[config.mk]
export PLATFORM = sky130hd
export DESIGN_NAME = scroll_msg_display
export DESIGN_NICKNAME = d
export VERILOG_FILES = /design/src/rtl/scroll_msg_display.sv
export SDC_FILE = /design/constraint.sdc
export NUM_CORES = 1
export LEC_CHECK = 0
export ABC_AREA = 1
export ABC_CLOCK_PERIOD_IN_PS = 16780
export CAP_MARGIN = 20
export CORE_MARGIN = 2
export CORE_UTILIZATION = 35
export DETAILED_ROUTE_END_ITERATION = 8
export GPL_TIMING_DRIVEN = 0
export PLACE_DENSITY_LB_ADDON = 0.2
export REMOVE_ABC_BUFFERS = 1
export SYNTH_ARGS = -nofsm -noshare
export SYNTH_HDL_FRONTEND = slang
export SYNTH_SLANG_ARGS = --single-unit
export TNS_END_PERCENT = 20
[constraint.sdc]
create_clock -name clk -period 16.78 [get_ports clk]
set_clock_uncertainty 0.2 [all_clocks]
set_input_delay 1.678 -clock clk [delete_from_list [all_inputs] [get_ports clk]]
set_output_delay 1.678 -clock clk [all_outputs]
set_load 0.05 [all_outputs]
[src/rtl/scroll_msg_display.sv]
// Scrolling 7-segment message engine: a NUM_DIGITS-wide window slides over a glyph buffer.
// Optional blink mode is enabled by defining SCROLL_MSG_DISPLAY_BLINK_EN.
module scroll_msg_display #(
  parameter int              NUM_DIGITS = 8,
  parameter int              MSG_DEPTH  = 16,
  parameter int              SEG_W      = 8,
  parameter int              DIV_W      = 16,
  parameter logic [SEG_W-1:0] BLANK     = 8'hFF
) (
  input  logic                           clk,
  input  logic                           rst,
  input  logic                           wr_en,
  input  logic [$clog2(MSG_DEPTH)-1:0]   wr_addr,
  input  logic [SEG_W-1:0]               wr_data,
  input  logic [$clog2(MSG_DEPTH+1)-1:0] msg_len,
  input  logic [DIV_W-1:0]               div,
  input  logic                           dir,
  input  logic                           start,
  input  logic                           stop,
`ifdef SCROLL_MSG_DISPLAY_BLINK_EN
  input  logic                           blink,
`endif
  output logic [NUM_DIGITS*SEG_W-1:0]    seg_out,
  output logic                           busy,
  output logic                           wrap_pulse
);

  localparam int AW = $clog2(MSG_DEPTH);
  localparam int LW = $clog2(MSG_DEPTH+1);

  localparam logic [0:0] S_IDLE = 1'b0;
  localparam logic [0:0] S_RUN  = 1'b1;

  logic [SEG_W-1:0]            r_buf [MSG_DEPTH];
  logic [0:0]                  r_state;
  logic [LW-1:0]               r_ptr;
  logic [LW-1:0]               r_len;
  logic [DIV_W-1:0]            r_div;
  logic [DIV_W-1:0]            r_presc;
  logic                        r_dir;
  logic [NUM_DIGITS*SEG_W-1:0] r_seg;
  logic                        r_wrap;
`ifdef SCROLL_MSG_DISPLAY_BLINK_EN
  logic                        r_phase;
`endif

  logic                        w_run;
  logic                        w_tick;
  logic                        w_hold;
  logic                        w_start_ok;
  logic [LW-1:0]               w_len_in;
  logic [LW-1:0]               w_last;
  logic [LW-1:0]               w_ptr_next;
  logic                        w_wrap_next;
  logic [NUM_DIGITS*SEG_W-1:0] w_frame;
  logic [NUM_DIGITS*SEG_W-1:0] w_frame_out;

  assign w_run      = (r_state == S_RUN);
  assign w_tick     = w_run && (r_presc == r_div);
  assign w_start_ok = start && !stop && (msg_len != '0);
  assign w_last     = r_len - LW'(1);
  // Lengths beyond the buffer are clamped so indexing never leaves the buffer.
  assign w_len_in   = (msg_len > LW'(MSG_DEPTH)) ? LW'(MSG_DEPTH) : msg_len;

`ifdef SCROLL_MSG_DISPLAY_BLINK_EN
  assign w_hold      = blink;
  assign w_frame_out = r_phase ? {NUM_DIGITS{BLANK}} : w_frame;
`else
  assign w_hold      = 1'b0;
  assign w_frame_out = w_frame;
`endif

  always_comb begin
    w_ptr_next  = r_ptr;
    w_wrap_next = 1'b0;
    if (!r_dir) begin
      if (r_ptr == w_last) begin
        w_ptr_next  = '0;
        w_wrap_next = 1'b1;
      end else begin
        w_ptr_next = r_ptr + LW'(1);
      end
    end else begin
      if (r_ptr == '0) begin
        w_ptr_next  = w_last;
        w_wrap_next = 1'b1;
      end else begin
        w_ptr_next = r_ptr - LW'(1);
      end
    end
  end

  // Each digit index is the previous one plus one, folded back to 0 at len: no divider needed.
  always_comb begin : frame_build
    logic [LW-1:0] v_idx;
    w_frame = '0;
    v_idx   = r_ptr;
    for (int unsigned i = 0; i < NUM_DIGITS; i++) begin
      w_frame[i*SEG_W +: SEG_W] = r_buf[v_idx[AW-1:0]];
      v_idx = (v_idx == w_last) ? '0 : v_idx + LW'(1);
    end
  end

  always_ff @(posedge clk) begin
    if (wr_en && (32'(wr_addr) < MSG_DEPTH))
      r_buf[wr_addr] <= wr_data;
  end

  always_ff @(posedge clk) begin
    if (rst) begin
      r_state <= S_IDLE;
      r_ptr   <= '0;
      r_len   <= '0;
      r_div   <= '0;
      r_presc <= '0;
      r_dir   <= 1'b0;
      r_seg   <= {NUM_DIGITS{BLANK}};
      r_wrap  <= 1'b0;
`ifdef SCROLL_MSG_DISPLAY_BLINK_EN
      r_phase <= 1'b0;
`endif
    end else begin
      r_wrap <= 1'b0;
      if (w_run && !stop)
        r_seg <= w_frame_out;
      if (w_run && stop) begin
        r_state <= S_IDLE;
`ifdef SCROLL_MSG_DISPLAY_BLINK_EN
        r_phase <= 1'b0;
`endif
      end else if (w_start_ok) begin
        r_state <= S_RUN;
        r_len   <= w_len_in;
        r_div   <= div;
        r_dir   <= dir;
        r_ptr   <= '0;
        r_presc <= '0;
`ifdef SCROLL_MSG_DISPLAY_BLINK_EN
        r_phase <= 1'b0;
`endif
      end else if (w_run) begin
        r_presc <= w_tick ? '0 : r_presc + DIV_W'(1);
        if (w_tick && !w_hold) begin
          r_ptr  <= w_ptr_next;
          r_wrap <= w_wrap_next;
        end
`ifdef SCROLL_MSG_DISPLAY_BLINK_EN
        if (!w_hold)
          r_phase <= 1'b0;
        else if (w_tick)
          r_phase <= ~r_phase;
`endif
      end
    end
  end

  assign seg_out    = r_seg;
  assign busy       = w_run;
  assign wrap_pulse = r_wrap;

endmodule
==> flow_metrics.py <==
metrics = {
    "synthesis": {
        "synthFlopType": "edfxtp_1",
        "syn_avg_cell_area_um2": 6.81,
        "synthCells": 2695,
        "ys_warn_count": 0,
        "synth-seq-cells": 237,
        "ys_types": 51,
        "synth_edf_count": 128,
        "synth_seq_area_share_pct": 32.9,
        "synth_area_um2": 18300,
        "async_flop_share_pct": 0,
    },
    "place": {
        "place_hpwl_um": 55600,
        "io_buffers": 104,
        "dpl_worst_slack_ps": 460,
        "placed_cell_area_um2": 20200,
        "place.gp.congestion": 0.931,
    },
    "detailed_routing": {
        "post_drt_wl_per_cell_um": 25.9,
        "drc": 0,
        "vias_per_cell": 6.47,
        "routed-via-count": 21700,
        "first_pass_iters": 7,
        "drt-total-wl_um": 86900,
        "ant_nets": 0,
        "drt_iter0_drc": 3365,
    },
    "sta": {
        "fmax_ghz": 0.0600,
        "final-setup-viol-count": 0,
        "tns_ps": 0,
        "relSlewSlack_pct": 18.1,
        "fin_crit_ps": 16670,
        "hold_violations": 0,
        "worst_slack_ps": 108,
        "holdWs_ps": 264,
        "finalMaxSlewViolations": 0,
        "rsz0062_at_grt": "no",
        "period_share_pct": 99.4,
        "worst_pin_slew_ps": 1230,
    },
    "pwr": {
        "powerDensity_nw_per_um2": 146,
        "ir_drop_v": 0.000174,
        "p_leak_nw": 7.82,
        "total_power_mw": 3.10,
    },
    "clocking": {
        "tritoncts": "yes",
        "hold_buffers": 0,
        "htree_levels": 1,
        "cts_made_buffers": 29,
        "clock_sinks": 237,
        "cts_repair_resize_count": 0,
        "postCtsSetupRepairBufs": 0,
        "clkTransAtPathRegs_ps": 70,
        "root_buffer": "clkbuf_16",
        "clock_path_buffers": 3,
        "clk_latency_ps": 600,
    },
    "grt": {
        "antenna_found_initial": 2,
        "grt_use_total_pct": 31.1,
        "grt_max_degree": 92,
        "grt_pass1_wl_um": 127000,
        "grt_pass1_vias": 20200,
        "overflow": 0,
    },
    "hold_path": {
        "hold_depth": 2,
        "min_path_type": "reg -> reg",
        "min_to": "seg_out[38]",
        "hp-start": "seg_out[38]",
    },
    "worst_setup_path": {
        "cpPeakStageDelay_ps": 1120,
        "worst_path_most_repeated_cell": "nand2_1",
        "r2r_start": "r_ptr[2]",
        "required_ps": 17120,
        "regToRegEndpoint": "seg_out[59]",
        "slowest_stage": "ha_1",
        "path_class": "reg -> reg",
        "crit_arrival_ps": 17010,
        "r2r_slack_ps": 110,
        "cp_max_fo": 78,
        "rr_worst_depth": 37,
        "crit_path_end_kind": "register",
        "startpoint_type": "register",
    },
    "die": {
        "core_um2": 51600,
        "die_area_um2": 54300,
        "num_rows": 83,
        "pin_count": 105,
        "initial_core_util_pct": 35.5,
        "die_w_um": 233,
        "die_y_um": 233,
    },
    "finish": {
        "drive_above_1_share_pct": 6.80,
        "synthToLayoutAreaGrowth_pct": 16.2,
        "fill_cells": 5359,
        "nNetsFinal": 2702,
        "finalInstanceArea_um2": 21300,
    },
    "job": {
        "cap_violations": 0,
    },
    "run_status": {
        "status": "finished clean",
    },
}
registers in the layout, summed over array words and instances (netlist names):
name,count
wrap_pulse,1
r_ptr,5
r_presc,16
busy,1
r_div,16
seg_out,64
r_dir,1
r_buf,128
r_len,5
through the flow:
stage               cells  utilization [%]
floorplan            2472                -
CTS                  3352             41.1
global route         3356             41.3
finish               3358             41.3
detailed placement   3298             39.1
global placement     3256             37.4
cell usage after synthesis, drive strengths merged (11+ instances only):
cell     count  share of area [%]
inv        206                4.2
or2         13               0.44
o2111ai     17               0.81
a221oi      34                1.6
o21ai      492                 13
o31ai       31                1.3
nand2      368                7.9
a211oi      12               0.49
nor2       204                4.2
dfxtp      109                 12
clkbuf     163                3.3
buf         60                1.8
nand3      251                7.3
o211ai      33                1.4
a21oi      357                9.7
a31oi       28               0.95
o221ai      51                2.4
o311ai      11               0.53
nor3        19               0.52
o22ai       12               0.41
edfxtp     128                 21
xor2        26                1.3
a22oi       17               0.70
final cells by class:
cell class	count	area, um^2	share of cell area [%]
sequential	237	6030	28.3
timing repair buffer	150	1970	9.23
multi-input combinational	2026	10700	50.1
inverter	209	787	3.69
antenna	2	5.00	0.0235
clock buffer	37	832	3.90
clock inverter	17	165	0.775
tap	680	851	3.99
layout by cell type, fill, tap and decap left out, types with 31 or more instances in the layout:
cell and count:
o21ai_0 489, a21oi_1 357, nand2_1 345, nand3_1 244, nor2_1 191, inv_1 183
edfxtp_1 128, dfxtp_1 107, clkdlybuf4s50_1 103, o221ai_1 51, a221oi_1 34, o211ai_1 33
o31ai_1 31, clkbuf_16 31
where the power goes:
| group | internal, mW | switching [mW] | total, mW |
|---|---|---|---|
| Combinational | 0.513 | 1.28 | 1.79 |
| Clock | 0.383 | 0.277 | 0.660 |
| Sequential | 0.631 | 0.0211 | 0.652 |
| Total | 1.53 | 1.58 | 3.10 |
per-layer routing:
| layer | global-route usage, % | routed length [um] | part of all wire [%] | vias up |
|---|---|---|---|---|
| met2 | 48.4 | 37900 | 44 | 1613 |
| met1 | 39.4 | 33100 | 38 | 10100 |
| li1 | - | - | - | 9594 |
| met5 | 0 | 14 | 0.016 | - |
| met4 | 19.4 | 5950 | 6.8 | 2 |
| met3 | 6.40 | 9970 | 11 | 425 |
worst max path at each step:
| stage | startpoint | to | slack [ps] | depth (start not counted) |
|---|---|---|---|---|
| CTS | r_ptr[2] | seg_out[59] | 430 | 42 |
| global placement | r_ptr[0] | seg_out[59] | -17270 | 29 |
| finish | r_ptr[2] | seg_out[59] | 110 | 37 |
| detailed placement | r_ptr[2] | seg_out[59] | 460 | 42 |
| floorplan | r_ptr[0] | seg_out[57] | -1280 | 29 |
| global route | r_ptr[2] | seg_out[59] | 120 | 39 |
worst max-delay path: cells and delay by family, from the launching register on:
kind	cells	cell delay, ps
simple gates	17	5850
fa+ha+maj	6	3060
buf+inv	14	6590
flops	1	660
cell families (layout without fill, tap and decap cells):
group                      Yosys count  in the layout  share of synthesized area (%)
buffers and inverters              432            413                           9.37
AOI/OAI and AO/OA                 1119           1119                           34.9
other                                0              2                              0
adders and majority gates           10             10                          0.682
xor gates and xnor gates            30             30                           1.47
and+or+nand+nor                    867            867                           20.8
DFF                                237            237                           32.9
No activity file was read; power rests on OpenSTA's default activity.
==> edit: new RTL, config.mk and constraints unchanged <==
The parameter `SEG_W` goes from 8 to 9.
--- a/src/rtl/scroll_msg_display.sv
+++ b/src/rtl/scroll_msg_display.sv
@@ -3,7 +3,7 @@
 module scroll_msg_display #(
   parameter int              NUM_DIGITS = 8,
   parameter int              MSG_DEPTH  = 16,
-  parameter int              SEG_W      = 8,
+  parameter int              SEG_W      = 9,
   parameter int              DIV_W      = 16,
   parameter logic [SEG_W-1:0] BLANK     = 8'hFF
 ) (
Ports: changed (resized seg_out and wr_data); port bits go from 105 to 114. The function was not compared with the original's and may differ.
==> edit against the unedited design <==
- the flow now finishes with violations (setup timing)
- final area up 10%
- sequential cell count is 24 higher
- non-clock buffer count up 11
- final cell count grew 11%
- wire length up 16%
- worst setup slack lost 0.42 ns
- critical path depth decreased by 2
- area after synthesis up 10%
- die area up 10%
- via count is 12% higher
- fmax is 2.5% lower
- critical endpoint is now seg_out[65]
Power is not compared: it rests on default switching activity, and its combinational part moved more than twofold at a synthesized area within 25%.
==> edit: results (changes against the unedited design) <==
- Sequential area share after synthesis: 0.3296 (+0.001088)
- Vias in the first global route: 22,320 (+10%)
- Drt total wl: 100,500 um (+16%)
- Met2 usage: 0.4840 (about the same)
- GRT Overall Usage: 0.3232 (+0.01184)
- Non-Filler Instances: 3,725 (+11%)
- Hold path endpoint: seg_out[29]
- Hold_sp: seg_out[29]
- Final hold slack: 0.2658 ns (+0.001438 ns)
- Clk_lat worst skew: 0.58 ns (-0.02 ns)
- Failing checks: setup timing
- Pre-antenna DRT Iters: 6 (-1)
- HPWL after DPL: 61,970 um (+11%)
- Reg2reg end: seg_out[65]
- M1 GR Usage: 0.4071 (+0.01300)
- Top cells by area, synth: edfxtp_1 (21%), o21ai_0 (13%), dfxtp_1 (12%)
- Worst slew margin: 0.2093 (+0.02876)
- WP data arrival: 17.39 ns (+0.38 ns)
- Vias per inst: 6.521 (+0.79%)
- Worst-path maximum fanout: 47 (-40%)
- Reg2Reg Launch Point: r_ptr[1]
- Final setup vio count: 9 (+9)
- Worst Setup Slack, final: -0.3109 ns (-0.4189 ns)
- Final Net Count: 2,979 (+10%)
- Dpl ws: 0.6738 ns (+0.2140 ns)
- Initial antenna violation count: 4 (+2)
- Status: finished with violations
- Cts bufs inserted: 35 (+21%)
- Layout cells sized above 1: 0.06326 (-0.004751)
- H-tree depth: 2 (+1)
- Largest net degree at the start of global routing: 88 (-4.3%)
- Fin Setup TNS: -1.660 ns (-1.660 ns)
- IO Port Bufs: 113 (+8.7%)
- Max reg flops: 144 (+13%)
- Reg2reg path depth: 35 (-5.4%)
==> edit: cell types whose count changed in the layout (fill, tap and decap cells not counted), moves of 14 or more <==
cell / delta
o311ai_0: +14
nor2_1: -35
nand3_1: +38
edfxtp_1: +16
o21ai_0: +55
nand2_1: +56
a221oi_1: +20
a21oi_1: +68
inv_1: +48
==> edit: cell families (layout without fill, tap and decap cells) <==
family	Yosys count	in the layout	share of synthesized area
AO/OA/AOI/OAI	1248	1248	0.3511
XOR/XNOR	26	26	0.01237
adder cells (fa/ha/maj)	10	10	0.006186
buffers and inverters	516	483	0.1008
flip-flops	261	261	0.3296
other	0	4	0
AND/OR/NAND/NOR	928	928	0.1999
==> edit: layout make-up <==
type,instances,area (um^2)
clock buffers,42,943.4
repair buffers,161,2106
flip-flops and latches,261,6671
inverters,258,975.9
clock inverters,22,162.7
fillers,5900,33910
multi-input cells,2212,11630
well taps,765,957.2
diodes,4,10.01
==> edit: worst register-to-register path: cells and delay by family (launching register included) <==
kind / cells / cell delay (ns)
buffers and inverters: 12 / 6.49
adders and majority gates: 5 / 2.99
xor gates and xnor gates: 2 / 0.56
DFF: 1 / 0.83
and+or+nand+nor: 16 / 5.94
==> edit: how the worst max path moves through the flow <==
stage | to | slack [ns] | depth (start not counted)
5_1_grt | seg_out[65] | 0.15 | 38
2_1_floorplan | seg_out[71] | -3.57 | 26
4_1_cts | seg_out[65] | 0.63 | 35
3_5_place_dp | seg_out[65] | 0.67 | 35
3_3_place_gp | seg_out[65] | -22.61 | 28
6_report | seg_out[65] | -0.31 | 35
==> edit: metal layers <==
layer  vias up  part of all wire
li1      10610                 -
met1     11290              0.37
met2      1913              0.42
met3       473              0.14
met4         6             0.067
met5         -           0.00036
